===== config.mk =====
export PLATFORM = sky130hd
export DESIGN_NAME = aes_decrypt_arbiter
export DESIGN_NICKNAME = d
export VERILOG_FILES = /design/src/rtl/aes_decrypt_arbiter.sv
export SDC_FILE = /design/constraint.sdc
export NUM_CORES = 1
export LEC_CHECK = 0
export ABC_AREA = 1
export CORE_AREA = 8 8 394 396
export CTS_BUF_LIST = sky130_fd_sc_hd__clkbuf_8 sky130_fd_sc_hd__clkbuf_16
export DETAILED_ROUTE_END_ITERATION = 16
export DIE_AREA = 0 0 402 404
export HOLD_SLACK_MARGIN = 0.08
export PLACE_DENSITY = 0.34
export SLEW_MARGIN = 25
export SYNTH_ARGS = -nofsm -noshare
export SYNTH_HDL_FRONTEND = slang
export SYNTH_SLANG_ARGS = --single-unit

===== constraint.sdc =====
create_clock -name i_clk -period 2 [get_ports i_clk]
set_input_delay 0.3 -clock i_clk [delete_from_list [all_inputs] [get_ports i_clk]]
set_output_delay 0.3 -clock i_clk [all_outputs]
set_load 0.02 [all_outputs]

===== src/rtl/aes_decrypt_arbiter.sv =====
// Round-robin arbiter/sequencer sharing one AES decrypt core between two requesters,
// with a blind first WAIT cycle and a watchdog that turns a hung core into an error response.
//
// state    | meaning
// ---------+--------------------------------------------------------------
// S_IDLE   | waiting for a request; winner's ready asserted combinationally
// S_LAUNCH | one-cycle decipher_new_en pulse to the core
// S_WAIT   | counting cycles until core ready (first cycle blind) or timeout
// S_RESP   | tagged response held until the consumer accepts it
module aes_decrypt_arbiter #(
   parameter int TIMEOUT_CYCLES = 32
) (
   input  logic         i_clk,
   input  logic         i_reset,
   input  logic         i_req0_valid,
   output logic         o_req0_ready,
   input  logic [127:0] i_req0_cipher_text,
   input  logic [127:0] i_req0_round_key_10,
   input  logic         i_req1_valid,
   output logic         o_req1_ready,
   input  logic [127:0] i_req1_cipher_text,
   input  logic [127:0] i_req1_round_key_10,
   output logic [127:0] o_core_cipher_text,
   output logic [127:0] o_core_round_key_10,
   output logic         o_core_decipher_new_en,
   input  logic         i_core_decipher_ready,
   input  logic [127:0] i_core_plain_text,
   output logic         o_rsp_valid,
   input  logic         i_rsp_ready,
   output logic         o_rsp_id,
   output logic [127:0] o_rsp_plain_text,
   output logic         o_rsp_error,
   output logic         o_busy
);

   localparam logic [1:0] S_IDLE   = 2'd0;
   localparam logic [1:0] S_LAUNCH = 2'd1;
   localparam logic [1:0] S_WAIT   = 2'd2;
   localparam logic [1:0] S_RESP   = 2'd3;

   localparam logic [7:0] LP_WAIT_LAST = 8'(TIMEOUT_CYCLES - 1);

   logic [1:0]   r_state;
   logic         r_last_grant;
   logic         r_grant_id;
   logic [127:0] r_cipher;
   logic [127:0] r_key;
   logic [127:0] r_rsp_pt;
   logic         r_rsp_err;
   logic [7:0]   r_wait_cnt;

   logic w_idle;
   logic w_any_valid;
   logic w_winner;
   logic w_grant;
   logic w_core_done;
   logic w_timeout;

   assign w_idle      = (r_state == S_IDLE) && !i_reset;
   assign w_any_valid = i_req0_valid || i_req1_valid;
   // On a tie the requester not served last wins; otherwise the lone valid one.
   assign w_winner    = (i_req0_valid && i_req1_valid) ? ~r_last_grant : i_req1_valid;
   assign w_grant     = w_idle && w_any_valid;

   assign o_req0_ready = w_grant && !w_winner;
   assign o_req1_ready = w_grant &&  w_winner;

   // wait_cnt==0 is the blind cycle covering the core's stale ready level.
   assign w_core_done = (r_wait_cnt != 8'd0) && i_core_decipher_ready;
   assign w_timeout   = (r_wait_cnt == LP_WAIT_LAST);

   always_ff @(posedge i_clk) begin
      if (i_reset) begin
         r_state      <= S_IDLE;
         r_last_grant <= 1'b1;
         r_grant_id   <= 1'b0;
         r_cipher     <= '0;
         r_key        <= '0;
         r_rsp_pt     <= '0;
         r_rsp_err    <= 1'b0;
         r_wait_cnt   <= '0;
      end else begin
         case (r_state)
            S_IDLE: begin
               if (w_grant) begin
                  r_cipher     <= w_winner ? i_req1_cipher_text  : i_req0_cipher_text;
                  r_key        <= w_winner ? i_req1_round_key_10 : i_req0_round_key_10;
                  r_grant_id   <= w_winner;
                  r_last_grant <= w_winner;
                  r_state      <= S_LAUNCH;
               end
            end
            S_LAUNCH: begin
               r_wait_cnt <= '0;
               r_state    <= S_WAIT;
            end
            S_WAIT: begin
               if (r_wait_cnt != 8'hFF) begin
                  r_wait_cnt <= r_wait_cnt + 8'd1;
               end
               if (w_core_done) begin
                  r_rsp_pt  <= i_core_plain_text;
                  r_rsp_err <= 1'b0;
                  r_state   <= S_RESP;
               end else if (w_timeout) begin
                  r_rsp_pt  <= '0;
                  r_rsp_err <= 1'b1;
                  r_state   <= S_RESP;
               end
            end
            S_RESP: begin
               if (i_rsp_ready) begin
                  r_state <= S_IDLE;
               end
            end
            default: r_state <= S_IDLE;
         endcase
      end
   end

   // Request registers only change on a grant, so the core sees a held value outside LAUNCH/WAIT.
   assign o_core_cipher_text     = r_cipher;
   assign o_core_round_key_10    = r_key;
   assign o_core_decipher_new_en = (r_state == S_LAUNCH);

   assign o_rsp_valid      = (r_state == S_RESP);
   assign o_rsp_id         = r_grant_id;
   assign o_rsp_plain_text = r_rsp_pt;
   assign o_rsp_error      = r_rsp_err;
   assign o_busy           = (r_state != S_IDLE);

endmodule

# Word level (Yosys, flattened, before mapping)
# Index checks and enable logic that the tools add are counted.
# Widths: inputs -> output; s select.
[word_totals]
ff_bits = 397
latchBits = 0
ramBits = 0
romBits = 0
input_bits = 646
out_inout_bits = 391
memories = 0
[op_classes]
add_sub_neg = 1
multipliers = 0
div_mod_pow = 0
n_lt_le_gt_ge = 0
n_eq_ne = 9
n_shift = 0
n_mux = 14
bitwise_logic = 1
n_reduce_logical = 18
[ops]
columns = ["cell", "n"]
rows = [
  ["$mux 128", 4],
  ["$pmux 8 s2", 1],
  ["$add 8x1->8 const B", 1],
  ["$eq 8x5->1 const B", 1],
  ["$mux 2", 4],
  ["$mux 8", 1],
  ["$ne 8x8->1 const B", 1],
  ["$pmux 2 s4", 1],
  ["$reduce_bool 8->1", 1],
  ["$logic_and 1x1->1", 6],
  ["$reduce_and 2->1", 3],
  ["$reduce_bool 2->1", 3],
  ["$eq 2x2->1 const B", 2],
  ["$ne 2x2->1 const B", 2],
  ["$mux 1", 3],
  ["$ne 3x3->1 const B", 1],
  ["$reduce_and 3->1", 1],
  ["$eq 2x1->1 const B", 1],
  ["$logic_not 1->1", 2],
  ["$logic_not 2->1", 1],
  ["$ne 2x1->1 const B", 1],
  ["$logic_or 1x1->1", 1],
  ["$not 1->1", 1],
]

# Logic depth before layout (Yosys ltp)
# Gate-level depths: netlist of run 1.
[depth]
word_depth = 5
ltp_mapped = 10

# Least setup slack after synthesis of run 1
# OpenSTA, ideal clock, no wires.
[synth_path]
path_kind = "register -> output"
start = "register r_state[0]"
end = "output o_req0_ready"
arrival_ns = 1.346
required_ns = 1.700
path_slack_ns = 0.354
path_stages_with_launch = 7
n_path_buf = 2
cell_sequence = "dfxtp_1 -> inv_1 -> ha_1 -> nand3_4 -> nor2_2 -> buf_2 -> buf_2"
[synth_between]
elab_chain_len = 4
[synth_lines]
columns = ["item", "line_no", "source"]
rows = [
  ["start: declaration", "43", "logic [1:0] r_state;"],
  ["start signal: assignment", "74", "r_state <= S_IDLE;"],
  ["start signal: assignment", "90", "r_state <= S_LAUNCH;"],
  ["start signal: assignment", "95", "r_state <= S_WAIT;"],
  ["$logic_not 2->1", "59", "assign w_idle = (r_state == S_IDLE) && !i_reset;"],
  ["$logic_and 1x1->1", "59", ""],
  ["$logic_and 1x1->1", "63", "assign w_grant = w_idle && w_any_valid;"],
  ["$logic_and 1x1->1", "65", "assign o_req0_ready = w_grant && !w_winner;"],
  ["end: declaration", "16", "output logic o_req0_ready,"],
]
# No other way between the ends.

# Worst setup path after layout of run 1
# Same ends and word-level chain as after synthesis.

==> summary.txt, run 1 <==
Status
  • Status: finished, violations left
  • Failing checks: setup timing

Route
  • Antenna viol nets, final: 0
  • Detailed-route via count: 18628
  • DR WL/cell: 24.7 um
  • First-pass DRT Iterations: 7
  • Routed wire length: 126 mm
  • Drt initial violations: 1238
  • Residual DRC count: 0
  • Vias/cell: 3.64

Place
  • Dpl ws: -257 ps
  • HPWL after detailed placement: 100 mm
  • PortBufs: 1036
  • Gpl congestion: 0.827
  • Inst Count DP: 4977

Timing
  • RSZ-0062 raised after global routing: true
  • Final Hold Viols: 0
  • Post-Route Skew: 40.3 ps
  • Fmax: 0.473 GHz
  • Period utilization: 106%
  • Fin. max-slew vios: 0
  • # setup viols final: 2
  • Slew Limit Headroom: 27.4%
  • Final worst-path setup slack: -115 ps
  • Fin crit period: 2110 ps
  • Worst-Margin Slew: 1090 ps
  • Hold WS: 214 ps

Clock network
  • Worst skew pair latency: 650 ps
  • Clock Tree Root: clkbuf_16
  • Max clock buf depth: 3
  • Clock Pin Slew Worst Setup and Hold Paths: 60 ps
  • Num CTS Buffers: 57
  • CTS sink count: 397
  • CTS tree: done
  • H-tree levels: 2

Power
  • Sw Share: 35.1%
  • Clock share of power: 35.8%
  • Comb pwr share: 31.6%
  • Power per cell area: 947 mW/mm2
  • Switching pwr: 10100 uW
  • Overall power: 28900 uW
  • Pint: 18700 uW
  • Static Leak: 0.0114 uW
  • Flop pwr share: 32.6%
  • VDD IR max: 0.544 mV

Worst setup path
  • Worst r2r path cells: 10
  • CP max stage cell: dfxtp_2
  • Worst setup EP type: output port
  • Critical Path Most Common Cell: buf_6
  • Critical path peak fanout: 3
  • CP arrival: 1810 ps
  • Max incr delay on CP: 320 ps
  • Critical path startpoint category: flip-flop
  • Critical path class: flip-flop to output port
  • Req. time, crit path: 1700 ps
  • Critical-path cell list: inv_2 -> ha_4 -> nand3_4 -> buf_6 -> nor2_4 -> buf_12 -> buf_6 -> buf_6

Synth
  • Post-Syn Instances: 2063
  • Seq/Total Area, Yosys: 51.8%
  • Top-area cell type share of the netlist area: 51.8%
  • Syn_area_per_cell: 7.44 um2
  • Post-synth cell types: 25
  • Async set-reset flop share out of synthesis: 0%
  • Synth Flop Type: dfxtp_1
  • Leading area contributor after synthesis: dfxtp_1
  • Synth top area cells: dfxtp_1 (52%), nand2_1 (26%), a31oi_1 (10%)
  • Top-count cell post-synth: nand2_1
  • Syn Std Cell Area: 0.0154 mm2
  • Number of synthesized flops with an enable pin: 0
  • Synthesized net count: 2715
  • Flops & latches, synth: 397
  • Synth warn: 0
  • Top post-synthesis cells by count: nand2_1 (1048), dfxtp_1 (397), a31oi_1 (256), a21oi_1 (141), buf_2 (92)

Global routing
  • Initial antenna violation count: 54
  • Largest net degree at the start of global routing: 157
  • Global-route wire length before repair: 164 mm
  • GRT Resource Usage Total: 14.4%
  • Remaining Overflow, GRT: 0
  • Vias in the first global route: 18847

Die
  • Initial Util: 10.3%
  • Die area: 0.162 mm2
  • Core area: 0.149 mm2
  • Die height: 404 um
  • Row cnt: 142
  • Die W: 402 um
  • Ports: 1037

Hold path
  • Hold Crit Class: input port to flip-flop
  • Hold depth: 3

Final layout
  • Filler Cells Inserted: 16791
  • Area Overhead vs Synth: 98.5%
  • Non-filler cells, final: 5123
  • Final layout net count: 3762
  • Share of cells above drive strength 1: 7.45%

Job
  • Max-Cap Viols: 0
-- registers in the layout, indices dropped and copies added, names as in the netlist --
| name | flops |
|---|---|
| o_rsp_error | 1 |
| r_state | 2 |
| o_rsp_id | 1 |
| r_last_grant | 1 |
| o_rsp_plain_text | 128 |
| o_core_round_key_10 | 128 |
| r_wait_cnt | 8 |
| o_core_cipher_text | 128 |
-- critical path: cells and delay by family, from the launching register on --
family        cells  cell delay [ps]
fa+ha+maj         1              150
buf+inv           5              510
flops             1              320
simple gates      2              170
-- stage by stage --
| step | instance area (um2) | TNS [ps] | utilization [%] |
|---|---|---|---|
| 6_report | 30500 | -186 | 20.5 |
| 5_1_grt | 30400 | -7230 | 20.4 |
| 4_1_cts | 30100 | -3820 | 20.2 |
| 3_5_place_dp | 28400 | -44710 | 19.1 |
| 3_3_place_gp | 28400 | -41380 | 19.1 |
| 2_1_floorplan | 15400 | 0 | - |
-- final timing paths --
path	start	to	slack, ps
max	r_state[0]	o_req0_ready	-110
min	i_req1_cipher_text[113]	o_core_cipher_text[113]	210
max reg2reg	r_state[0]	o_core_round_key_10[62]	50
min reg2reg	o_rsp_plain_text[9]	o_rsp_plain_text[9]	460
-- power groups by stage --
| stage | Clock (uW) | Combinational [uW] | Sequential, uW |
|---|---|---|---|
| 2_1_floorplan | 0 | 2710 | 10400 |
| 3_3_place_gp | 0 | 9370 | 9600 |
| 3_5_place_dp | 0 | 9350 | 9590 |
| 4_1_cts | 10800 | 9210 | 9420 |
| 5_1_grt | 11100 | 9790 | 9520 |
| 6_report | 10300 | 9110 | 9420 |
-- layer usage --
metal / GRT usage (%) / part of all wire, % / up-vias
li1: - / - / 8953
met4: 4.55 / 3.0 / 60
met1: 15.8 / 38 / 8717
met2: 25.5 / 50 / 719
met3: 5.57 / 8.5 / 179
met5: 0 / 0.32 / -
-- layout by cell type, fill, tap and decap left out, types with 13 or more instances in the layout --
master / n
a31oi_1: 256
nand2_1: 1048
dlygate4sd2_1: 220
clkdlybuf4s50_1: 788
clkbuf_16: 62
a21oi_1: 141
dfxtp_1: 394
buf_12: 26
buf_4: 70
diode_2: 23
clkinv_2: 13
inv_1: 25
-- area by class of cell --
cell class / instances / area, um2 / share of cell area, %
Antenna cell: 23 / 57.6 / 0.189
Timing Repair Buffer: 1146 / 11500 / 37.8
Multi-Input combinational cell: 1493 / 6600 / 21.7
Clock inverter: 36 / 278 / 0.911
Inverter: 15 / 56.3 / 0.185
Sequential cell: 397 / 7950 / 26.1
Clock buffer: 69 / 1590 / 5.22
Tap cell: 1944 / 2430 / 7.98
-- logic make-up after synthesis --
family          after synthesis  synth area share (%)
fa+ha+maj                     6                 0.489
xor+xnor                      1                0.0571
compound gates              403                  15.3
flops                       397                  51.8
buf+inv                     173                  5.59
simple gates               1083                  26.8
-- timing repair --
action,CTS,global route
pin swaps,3,5
gates cloned,1,6
buffers inserted,4,3
resized for setup,249,39
endpoints found under the setup margin,226,194
endpoints found under the hold margin,12,0
hold buffers,4,0
Note: power is estimated with default switching activity, not from simulation.
==> inputs of run 2 (changes only) <==
SKIP_LAST_GASP = 1   (was unset)
==> run 2 against run 1 <==
Final area about the same. Sequential power about the same. Die area stayed put. Register-to-register slack barely moved. Hold slack about the same. Largest power group unchanged. The flow still finishes with violations (setup timing). Final cell count did not move. Combinational power is essentially flat. Via count about the same. Utilization is essentially flat. Flip-flop and latch count did not move. Non-clock buffer count stayed put. Fmax about the same. Critical path type unchanged.
==> summary.txt, run 2 (synthesis results as in run 1) <==
Timing
  • # setup viols final: 2 (unchanged)
  • Fmax: 0.473 GHz (about the same)
  • RSZ-0062 raised after global routing: true
  • Final Hold Viols: 0 (unchanged)
  • Worst-Margin Slew: 1090 ps (+1.84 ps)
  • Hold WS: 214 ps (-0.297 ps)
  • Setup_tns: -187 ps (-0.282 ps)
  • Fin. max-slew vios: 0 (unchanged)
  • Final worst-path setup slack: -115 ps (-0.0670 ps)
  • Period utilization: 106% (about the same)
  • Fin crit period: 2110 ps (+0.0670 ps)
  • Slew Limit Headroom: 27.2% (-0.12 points)
  • Post-Route Skew: 40.9 ps (+0.558 ps)

Worst setup path
  • Critical path class: flip-flop to output port
  • Worst setup EP type: output port
  • Critical path peak fanout: 3 (unchanged)
  • Critical Path Most Common Cell: buf_6
  • Worst R2R Start: r_state[0]
  • Max incr delay on CP: 320 ps (about the same)
  • Worst r2r path cells: 10 (unchanged)
  • CP arrival: 1810 ps (about the same)
  • Reg2Reg Setup Slack: 40 ps (about the same)
  • Stages on worst setup path: 8 (unchanged)
  • Critical path startpoint category: flip-flop
  • CP max stage cell: dfxtp_2
  • RR Endpoint: o_core_round_key_10[62]
  • Critical path's top delay family: buffers and inverters
  • CP bufs+invs: 5 (unchanged)
  • Req. time, crit path: 1700 ps (about the same)
  • Critical-path cell list: inv_2 -> ha_4 -> nand3_4 -> buf_6 -> nor2_4 -> buf_12 -> buf_6 -> buf_6

Die
  • Die height: 404 um (unchanged)
  • Core area: 0.149 mm2 (unchanged)
  • Initial Util: 10.3% (unchanged)
  • Die area: 0.162 mm2 (unchanged)
  • Row cnt: 142 (unchanged)
  • Ports: 1037 (unchanged)
  • Die W: 402 um (unchanged)

Power
  • Static Leak: 0.0114 uW (about the same)
  • VDD IR max: 0.544 mV (about the same)
  • Power per cell area: 948 mW/mm2 (about the same)

Route
  • Vias/cell: 3.63 (about the same)
  • Detailed-route via count: 18618 (-0.054%)
  • DR WL/cell: 24.7 um (about the same)
  • Routed wire length: 126 mm (about the same)
  • Antenna viol nets, final: 0 (unchanged)
  • Drt initial violations: 1236 (-0.16%)
  • Residual DRC count: 0 (unchanged)
  • First-pass DRT Iterations: 5 (-2)

Hold path
  • Hold Crit Class: input port to flip-flop
  • Hold depth: 3 (unchanged)
  • HP Start: i_core_plain_text[98]
  • Hold Path Sink: o_rsp_plain_text[98]

Final layout
  • Commonest non-fill, non-tap cell in the layout: nand2_1
  • Core Util, Final: 20.5% (about the same)
  • Commonest non-fill, non-tap cells in the layout: nand2_1 (1048), clkdlybuf4s50_1 (788), dfxtp_1 (395)
  • Share of cells above drive strength 1: 7.38% (-0.063 points)
  • Area Overhead vs Synth: 98.3% (about the same)
  • Final layout net count: 3762 (unchanged)

Global routing
  • Remaining Overflow, GRT: 0 (unchanged)
  • Vias in the first global route: 18846 (-0.0053%)
  • Largest net degree at the start of global routing: 157 (unchanged)
  • GRT Resource Usage Total: 14.4% (about the same)
  • Initial antenna violation count: 54 (unchanged)
  • Global-route wire length before repair: 164 mm (about the same)

Clock network
  • CTS sink count: 397 (unchanged)
  • Clock Tree Root: clkbuf_16
  • H-tree levels: 2 (unchanged)
  • Worst skew pair latency: 650 ps (about the same)
  • Clock Pin Slew Worst Setup and Hold Paths: 60 ps (about the same)
  • Num CTS Buffers: 57 (unchanged)
  • Max clock buf depth: 3 (unchanged)
  • CTS tree: done

Status
  • Failing checks: setup timing
  • Status: finished, violations left

Job
  • Max-Cap Viols: 0 (unchanged)

Place
  • PortBufs: 1036 (unchanged)
  • Gpl congestion: 0.827 (unchanged)
  • HPWL after detailed placement: 100 mm (unchanged)
run 2: per-stage QoR:
step                area [um2]  cells  setup WS, ps  power, uW
finish                   30500   5123          -115      28900
floorplan                15400   2063           354      13100
global route             30400   5104          -250      30400
global placement         28400   4977          -254      19000
CTS                      30100   5091          -273      29500
detailed placement       28400   4977          -257      18900
run 2: repair_timing:
action                                  4_1_cts  5_1_grt
hold buffers                                  4        0
pin swaps                                     3        3
hold endpoints to repair                     12        0
gates resized for setup                     248       36
endpoints found under the setup margin      226      194
setup buffers                                 4        3
gates cloned                                  1        6
run 2: worst register-to-register path, stage by stage (launching register included):
cell and delay, ps:
dfxtp_2 320, inv_2 70, ha_4 150, nand3_4 70, buf_6 120, nor2_4 100, buf_12 130, buf_4 340
buf_12 290, nand2_1 100, a31oi_1 170
run 2: layout make-up:
class	instances	area [um2]
Tap cell	1944	2430
Antenna cell	23	57.6
Clock buffer	69	1590
Multi-Input combinational cell	1493	6590
Timing Repair Buffer	1146	11500
Sequential cell	397	7950
Inverter	15	56.3
Clock inverter	36	278
Fill cell	16786	118000
run 2: how the worst max path moves through the flow:
stage / from / endpoint / slack, ps
after floorplan: r_state[0] / o_req0_ready / 350
after global placement: i_req0_valid / o_req1_ready / -250
after detailed placement: i_req0_valid / o_core_round_key_10[10] / -260
after CTS: r_state[1] / o_req1_ready / -270
after global routing: r_state[0] / o_req0_ready / -250
final: r_state[0] / o_req0_ready / -110
run 2: where the power goes:
part,total (uW),internal (uW),switching (uW)
Combinational,9110,3920,5190
Sequential,9420,8800,619
Clock,10300,6000,4340
Total,28900,18700,10200
run 2: metal layers:
metal  global-route usage (%)  share of wire (%)  wire, um
met5                        0               0.32       400
met4                     4.55                3.0      3780
met3                     5.57                8.5     10800
met2                     25.5                 50     63300
met1                     15.8                 38     48100
==> inputs of run 3 (changes only) <==
SETUP_SLACK_MARGIN = 0.2   (was unset)
==> run 3 against run 2 <==
The run still ends with setup timing left. Die area stayed put. Combinational power is 0.7% lower. Critical path depth stayed put. Final area hardly changed. Count of clock-buffer cells in the layout stayed put. Sequential power hardly changed. Wire length is 0.50% lower. Final cell count hardly changed. First-iteration DRC count is 4.0% lower. Flip-flop and latch count stayed put. Critical endpoint unchanged.
==> summary.txt, run 3 (synthesis results as in run 1) <==
Status
  • Status: finished, violations left
  • Failing checks: setup timing

Worst setup path
  • Critical path startpoint category: flip-flop
  • Req. time, crit path: 1700 ps (about the same)
  • Critical path peak fanout: 3 (unchanged)
  • Critical Path Most Common Cell: buf_6
  • Max incr delay on CP: 330 ps (about the same)
  • CP max stage cell: dfxtp_2
  • CP bufs+invs: 5 (unchanged)
  • CP arrival: 1820 ps (about the same)
  • Worst R2R Start: r_state[0]
  • Critical path's top delay family: buffers and inverters
  • Critical path class: flip-flop to output port
  • Worst setup EP type: output port
  • CP Launch Point: r_state[0]
  • Critical-path cell list: inv_2 -> ha_4 -> nand3_4 -> buf_6 -> nor2_4 -> buf_12 -> buf_6 -> buf_6

Route
  • Detailed-route via count: 18590 (-0.15%)
  • DR WL/cell: 24.5 um (-0.48%)
  • Drt initial violations: 1187 (-4.0%)
  • Antenna viol nets, final: 0 (unchanged)
  • Routed wire length: 126 mm (-0.50%)
  • Residual DRC count: 0 (unchanged)
  • First-pass DRT Iterations: 5 (unchanged)
  • Vias/cell: 3.63 (-0.13%)

Global routing
  • Vias in the first global route: 18886 (+0.21%)
  • Remaining Overflow, GRT: 0 (unchanged)
  • Initial antenna violation count: 53 (-1.9%)
  • Global-route wire length before repair: 165 mm (about the same)
  • GRT Resource Usage Total: 14.4% (about the same)
  • Largest net degree at the start of global routing: 157 (unchanged)

Place
  • PortBufs: 1036 (unchanged)
  • Dpl ws: -257 ps (unchanged)
  • Cell Area, Placed: 0.0284 mm2 (unchanged)
  • HPWL after detailed placement: 100 mm (unchanged)
  • Inst Count DP: 4977 (unchanged)
  • Gpl congestion: 0.827 (unchanged)

Final layout
  • Register area: 0.00797 mm2 (+0.19%)
  • Final layout net count: 3762 (unchanged)
  • Share of cells above drive strength 1: 11.0% (+3.6 points)
  • Filler Cells Inserted: 16825 (+0.23%)
  • Commonest non-fill, non-tap cells in the layout: nand2_1 (1048), clkdlybuf4s50_1 (644), dfxtp_1 (383)
  • Area Overhead vs Synth: 98.5% (about the same)
  • Non-filler cells, final: 5122 (-0.020%)
  • Commonest non-fill, non-tap cell in the layout: nand2_1
  • Design Area, Final: 0.0305 mm2 (about the same)
  • Core Util, Final: 20.5% (about the same)
  • Multi-input logic area: 0.00661 mm2 (+0.30%)

Die
  • Die height: 404 um (unchanged)
  • Ports: 1037 (unchanged)
  • Die area: 0.162 mm2 (unchanged)
  • Initial Util: 10.3% (unchanged)
  • Row cnt: 142 (unchanged)
  • Core area: 0.149 mm2 (unchanged)
  • Die W: 402 um (unchanged)

Timing
  • Hold WS: 207 ps (-6.73 ps)
  • Final Hold Viols: 0 (unchanged)
  • Period utilization: 106% (about the same)
  • Fmax: 0.473 GHz (about the same)
  • Slew Limit Headroom: 25.9% (-1.4 points)
  • Final worst-path setup slack: -115 ps (-0.181 ps)
  • # setup viols final: 2 (unchanged)
  • RSZ-0062 raised after global routing: true
  • Fin crit period: 2120 ps (+0.181 ps)
  • Worst-Margin Slew: 1110 ps (+20.3 ps)
  • Fin. max-slew vios: 0 (unchanged)
  • Post-Route Skew: 42.7 ps (+1.82 ps)

Clock network
  • CTS sink count: 397 (unchanged)
  • Clock Tree Root: clkbuf_16
  • Worst skew pair latency: 650 ps (about the same)
  • Max clock buf depth: 3 (unchanged)
  • Clock Pin Slew Worst Setup and Hold Paths: 60 ps (about the same)
  • Num CTS Buffers: 57 (unchanged)
  • CTS tree: done
  • H-tree levels: 2 (unchanged)

Job
  • Max-Cap Viols: 0 (unchanged)

Power
  • Power per cell area: 946 mW/mm2 (-0.26%)
  • VDD IR max: 0.543 mV (-0.22%)
  • Static Leak: 0.0114 uW (+0.39%)

Hold path
  • Hold Crit Class: input port to flip-flop
  • HP Start: i_core_plain_text[105]
run 3: cell types whose count changed in the layout (fill, tap and decap cells not counted), moves of 4 or more:
cell / previous run / this run
clkdlybuf4s50_1: 788 / 644
buf_4: 70 / 75
dlygate4sd2_1: 220 / 249
dfxtp_1: 395 / 383
dlymetal6s2s_1: 9 / 0
clkdlybuf4s15_1: 0 / 23
buf_2: 2 / 6
dfxtp_2: 2 / 14
clkdlybuf4s15_2: 1 / 96
run 3: layout make-up:
class / count / share of cell area [%]
antenna: 22 / 0.181
clock buffer: 69 / 5.22
clock inverter: 36 / 0.911
inverter: 15 / 0.185
multi-input combinational: 1493 / 21.7
sequential: 397 / 26.1
tap: 1944 / 7.98
timing repair buffer: 1146 / 37.7
run 3: final timing paths:
| path | end | slack (ps) | cells past startpoint |
|---|---|---|---|
| max | o_req0_ready | -120 | 8 |
| min | o_rsp_plain_text[105] | 210 | 3 |
| max reg2reg | o_core_round_key_10[119] | 40 | 10 |
| min reg2reg | o_rsp_plain_text[82] | 460 | 2 |
run 3: repair_timing:
action | 4_1_cts | 5_1_grt
hold buffers | 4 | 0
buffers inserted | 7 | 2
endpoints found under the hold margin | 12 | 0
endpoints found under the setup margin | 692 | 395
pin swaps | 4 | 2
gates cloned | 1 | 4
gates resized for setup | 663 | 13
run 3: per-layer routing:
metal | track usage (%) | vias to the layer above | wire length (um)
met5 | 0 | - | 405
met4 | 4.56 | 60 | 3790
met3 | 5.63 | 178 | 10600
met2 | 25.5 | 702 | 63000
met1 | 15.8 | 8700 | 47900
li1 | - | 8950 | -
run 3: worst min-delay path: cells and delay by family:
kind	cells	cell delay, ps
simple gates	1	60
compound gates	1	60
buf+inv	1	400
run 3: through the flow:
| step | TNS, ps | total power, uW |
|---|---|---|
| after CTS | -3710 | 29500 |
| after floorplan | 0 | 13100 |
| after global placement | -41380 | 19000 |
| final | -178 | 28800 |
| after global routing | -9050 | 30300 |
| after detailed placement | -44710 | 18900 |
run 3: where the power goes:
group	total [uW]	internal [uW]	switching [uW]	leakage, uW
registers	9430	8810	622	0.00324
logic	9050	3860	5190	0.00722
clock network	10300	6000	4340	0.000979
total	28800	18700	10200	0.0114
